### config.mk
export PLATFORM = sky130hd
export DESIGN_NAME = req_prio_encoder
export DESIGN_NICKNAME = d
export VERILOG_FILES = /design/src/rtl/req_prio_encoder.sv
export SDC_FILE = /design/constraint.sdc
export NUM_CORES = 1
export LEC_CHECK = 0
export CAP_MARGIN = 5
export CORE_AREA = 2 2 39 41
export DETAILED_ROUTE_END_ITERATION = 6
export DIE_AREA = 0 0 41 43
export SYNTH_ARGS = -nofsm -noshare
export SYNTH_HDL_FRONTEND = slang
export SYNTH_SLANG_ARGS = --single-unit
### constraint.sdc
create_clock -name clk -period 3.2 [get_ports clk]
set_clock_uncertainty 0.2 [all_clocks]
set_input_delay 0.64 -clock clk [delete_from_list [all_inputs] [get_ports clk]]
set_output_delay 0.64 -clock clk [all_outputs]
set_load 0.02 [all_outputs]
### src/rtl/req_prio_encoder.sv
// -----------------------------------------------------------------------------
// req_prio_encoder
//   Sequential priority encoder. Request lines are folded into a sticky pending
//   register; the winning pending bit is encoded to a binary index and offered
//   downstream on a valid/ready handshake. Each accepted index clears its bit.
//
//   Build option: define RR_ARB_EN for round-robin selection (search upward
//   from a rotating pointer). Left undefined, the highest pending index wins.
//
// Ports
//   clk       system clock, rising edge
//   reset     asynchronous, active-high reset
//   en        capture enable; 0 keeps new requests out of pend
//   req[N]    request lines, sampled every clk edge
//   ready     consumer accepts the offered index when high with valid
//   valid     index offer active
//   idx       encoded winning index (held stable while valid)
//   pend[N]   pending register, straight from the flops
//   coalesce  1-cycle pulse: a captured request hit an already-pending bit
// -----------------------------------------------------------------------------
module req_prio_encoder #(
   parameter int N     = 4,
   parameter int IDX_W = 2
) (
   input  logic             clk,
   input  logic             reset,
   input  logic             en,
   input  logic [N-1:0]     req,
   input  logic             ready,
   output logic             valid,
   output logic [IDX_W-1:0] idx,
   output logic [N-1:0]     pend,
   output logic             coalesce
);

   localparam logic [0:0] S_IDLE  = 1'b0;
   localparam logic [0:0] S_OFFER = 1'b1;

   logic [0:0]       state;
   logic [N-1:0]     cap;
   logic [N-1:0]     clr;
   logic [N-1:0]     pend_nxt;
   logic [IDX_W-1:0] enc;
   logic             accept;

   // valid is purely the FSM state, so reset drops it with no clock edge.
   assign valid  = (state == S_OFFER);
   assign accept = valid & ready;
   assign cap    = en ? req : '0;

   always_comb begin
      clr = '0;
      if (accept) clr[idx] = 1'b1;
   end

   // Set after clear: a re-request landing on the accept cycle stays pending.
   assign pend_nxt = (pend & ~clr) | cap;

`ifdef RR_ARB_EN
   logic [IDX_W-1:0] ptr;
   logic [IDX_W-1:0] idx_inc;
   logic             found;
   int               j;

   // First set bit at or above ptr, wrapping back through 0.
   always_comb begin
      enc   = '0;
      found = 1'b0;
      j     = 0;
      for (int k = 0; k < N; k++) begin
         j = int'(ptr) + k;
         if (j >= N) j = j - N;
         if (!found && pend[j]) begin
            enc   = IDX_W'(j);
            found = 1'b1;
         end
      end
   end

   assign idx_inc = (idx == IDX_W'(N-1)) ? '0 : idx + IDX_W'(1);

   always_ff @(posedge clk or posedge reset) begin
      if (reset)       ptr <= '0;
      else if (accept) ptr <= idx_inc;
   end
`else
   // Ascending scan, last hit wins -> highest set index.
   always_comb begin
      enc = '0;
      for (int i = 0; i < N; i++)
         if (pend[i]) enc = IDX_W'(i);
   end
`endif

   always_ff @(posedge clk or posedge reset) begin
      if (reset) begin
         state    <= S_IDLE;
         idx      <= '0;
         pend     <= '0;
         coalesce <= 1'b0;
      end else begin
         pend     <= pend_nxt;
         coalesce <= |(cap & pend & ~clr);
         case (state)
            // Encode from the registered pend only; this is the IDLE bubble
            // that sets the 2-cycle req-to-valid latency.
            S_IDLE: begin
               if (|pend) begin
                  idx   <= enc;
                  state <= S_OFFER;
               end
            end
            // idx frozen until the consumer takes it.
            S_OFFER: begin
               if (ready) state <= S_IDLE;
            end
            default: state <= S_IDLE;
         endcase
      end
   end

endmodule

==> results.py <==
metrics = {
    "detailed_routing": {
        "antenna_left": 0,
        "wl_per_cell_um": 11.7,
        "routed-via-count": 361,
        "via_per_inst": 5.01,
        "drc_errors": 0,
        "drt-pass1-iter-count": 2,
        "drt-initial-drc-count": 1,
        "wl_um": 844,
    },
    "finish": {
        "fin_util_pct": 40.5,
        "fillerInstances": 155,
        "nets": 66,
        "stdcell_count": 72,
        "layout_common_cells": "clkdlybuf4s50_1, dfrtp_1, o21ai_0, nand2_1",
        "area_growth_pct": 49.3,
        "diodes": 0,
        "layout-drive-gt1-share_pct": 7.14,
        "layout_commonest_cell": "clkdlybuf4s50_1",
    },
    "clocking": {
        "cts_root_buffer": "clkbuf_4",
        "numCtsBuffers": 3,
        "cts_hold_buf": 0,
        "postCtsSetupBuffers": 0,
        "clk_latency_ns": 0.26,
        "cts_max_level": 1,
        "tritoncts": "yes",
        "path_clk_slew_ns": 0.06,
        "ctsLongestPathBuffers": 2,
        "cts-resized-gates": 0,
        "clock_sinks": 8,
    },
    "timing": {
        "rsz0062_at_grt": "no",
        "hold_violations": 0,
        "worst_slew_pin_slew_ns": 0.296,
        "min_period_ns": 2.22,
        "slew_headroom_pct": 80.2,
        "fin_tns_setup_ns": 0,
        "finalSetupViolCount": 0,
        "period_share_pct": 69.4,
        "fmax_mhz": 451,
        "slew_viol_final": 0,
    },
    "worst_hold_path": {
        "holdCritPathClass": "flop to flop",
    },
    "critical_path": {
        "worst-setup-path-type": "flop to output port",
        "worstSetupEndpointType": "output port",
        "path_cells": "clkdlybuf4s50_1",
        "cpPeakStageDelay_ns": 0.65,
        "cp_slowest_cell": "clkdlybuf4s50_1",
        "critPathLaunchType": "flop",
        "cp_max_fo": 8,
        "cp_data_arrival_time_ns": 1.38,
        "required_ns": 2.36,
        "path_delay_family": "buffers and inverters",
        "cp.buffers_inverters": 1,
    },
    "global_routing": {
        "grt_pass1_wl_um": 1340,
        "grt_use_total_pct": 12.6,
        "first_global_vias": 311,
        "antenna_found_initial": 0,
        "globalRouteOverflowTotal": 0,
        "grt_max_degree": 11,
    },
    "logic_synthesis": {
        "netlist_area_um2": 375,
        "synth-simple-area-share_pct": 16.3,
        "synthAdderAreaFrac_pct": 0,
        "synth_top_family_by_area": "compound AO/OA/AOI/OAI gates",
        "synthMuxAreaShare_pct": 0,
        "ys_seq_area_share_pct": 53.3,
        "synth_xor_area_share_pct": 0,
        "synth_compound_area_share_pct": 25.3,
        "synthCells": 39,
        "yosys_warnings": 0,
        "syn_avg_cell_area_um2": 9.62,
        "synth.distinct_cells": 20,
        "syn-num-nets": 47,
        "synth_seq_cells": 8,
    },
    "job": {
        "maxCapViolations": 0,
    },
    "power_and_ir_drop": {
        "power_density_nw_per_um2": 589,
        "power_mw": 0.330,
        "p_leak_nw": 0.229,
        "peakVddDrop_mv": 0.201,
    },
    "floorplan": {
        "die_y_um": 43,
        "die_area_um2": 1760,
        "core_area_um2": 1380,
        "start_util_pct": 27.1,
        "rows": 14,
        "die_x_um": 41,
        "io_pins": 16,
    },
    "place": {
        "io_buffers": 15,
        "dp_cells": 69,
        "dp_hpwl_um": 655,
        "gp_congestion": 0.703,
    },
    "outcome": {
        "status": "completed",
    },
}
[state kept, by name (all words and copies together), names as in the netlist]
signal and cells:
coalesce 1, pend 4, valid 1, idx 2
[where the power goes]
| group | switching (mW) | internal, mW | total [mW] |
|---|---|---|---|
| Clock | 0.0336 | 0.0429 | 0.0765 |
| Sequential | 0.0288 | 0.120 | 0.149 |
| Combinational | 0.0488 | 0.0566 | 0.105 |
| Total | 0.111 | 0.219 | 0.330 |
[through the flow]
step                area, um^2  hold slack [ns]  setup WS [ns]
floorplan                  375            0.256           1.84
global placement           538            0.395           1.24
detailed placement         538            0.393           1.24
CTS                        561            0.404          0.969
global route               561            0.441          0.915
finish                     561            0.395          0.980
[kinds of logic (layout without fill, tap and decap cells)]
| logic type | after synthesis | after routing |
|---|---|---|
| compound gates | 14 | 14 |
| buf+inv | 4 | 21 |
| flops | 8 | 8 |
| simple gates | 13 | 13 |
[worst register-to-register path, delay by kind of cell (launching register included)]
family / cells / cell delay, ns
and+or+nand+nor: 1 / 0.15
DFF: 1 / 0.47
AOI/OAI and AO/OA: 2 / 0.33
[per-layer routing]
layer / global-route usage, % / vias to the layer above / share of wire (%)
li1: - / 179 / -
met1: 12.5 / 169 / 44
met2: 16.6 / 11 / 48
met3: 7.85 / 2 / 5.0
met4: 12.0 / 0 / 3.2
met5: 0 / - / 0
[synth_stat cells]
cell	number	area, um^2
dfrtp_1	8	200
nand2_1	5	18.8
o21ai_0	5	25.0
inv_1	3	11.3
nor2_1	3	11.3
a21boi_0	1	7.51
a21oi_1	1	5.00
a22o_1	1	8.76
a22o_2	1	10.0
a31oi_1	1	6.26
a32oi_1	1	8.76
and2_1	1	6.26
buf_4	1	7.51
nand3_1	1	5.00
nand4_1	1	6.26
nand4b_1	1	8.76
nor3_1	1	5.00
o211ai_1	1	7.51
o311ai_1	1	8.76
o31ai_1	1	7.51
[area by class of cell]
type | count | area [um^2] | share of cell area, %
Clock buffer | 3 | 22.5 | 4.02
Inverter | 3 | 11.3 | 2.01
Multi-Input combinational cell | 27 | 156 | 27.9
Tap cell | 16 | 20.0 | 3.57
Sequential cell | 8 | 200 | 35.7
Timing Repair Buffer | 15 | 150 | 26.8
[worst paths after layout]
kind	start	end	slack [ns]	cells after the start
worst max-delay path	idx[1]$_DFFE_PP0P_	idx[1]	0.98	1
worst min-delay path	pend[0]$_DFF_PP0_	pend[0]$_DFF_PP0_	0.39	2
worst max register to register	idx[1]$_DFFE_PP0P_	coalesce$_DFF_PP0_	1.93	3
worst min register to register	pend[0]$_DFF_PP0_	pend[0]$_DFF_PP0_	0.39	2
max in group asynchronous	reset	pend[0]$_DFF_PP0_	2.14	2
min in group asynchronous	reset	idx[1]$_DFFE_PP0P_	0.42	2
No activity file was read; power rests on OpenSTA's default activity.
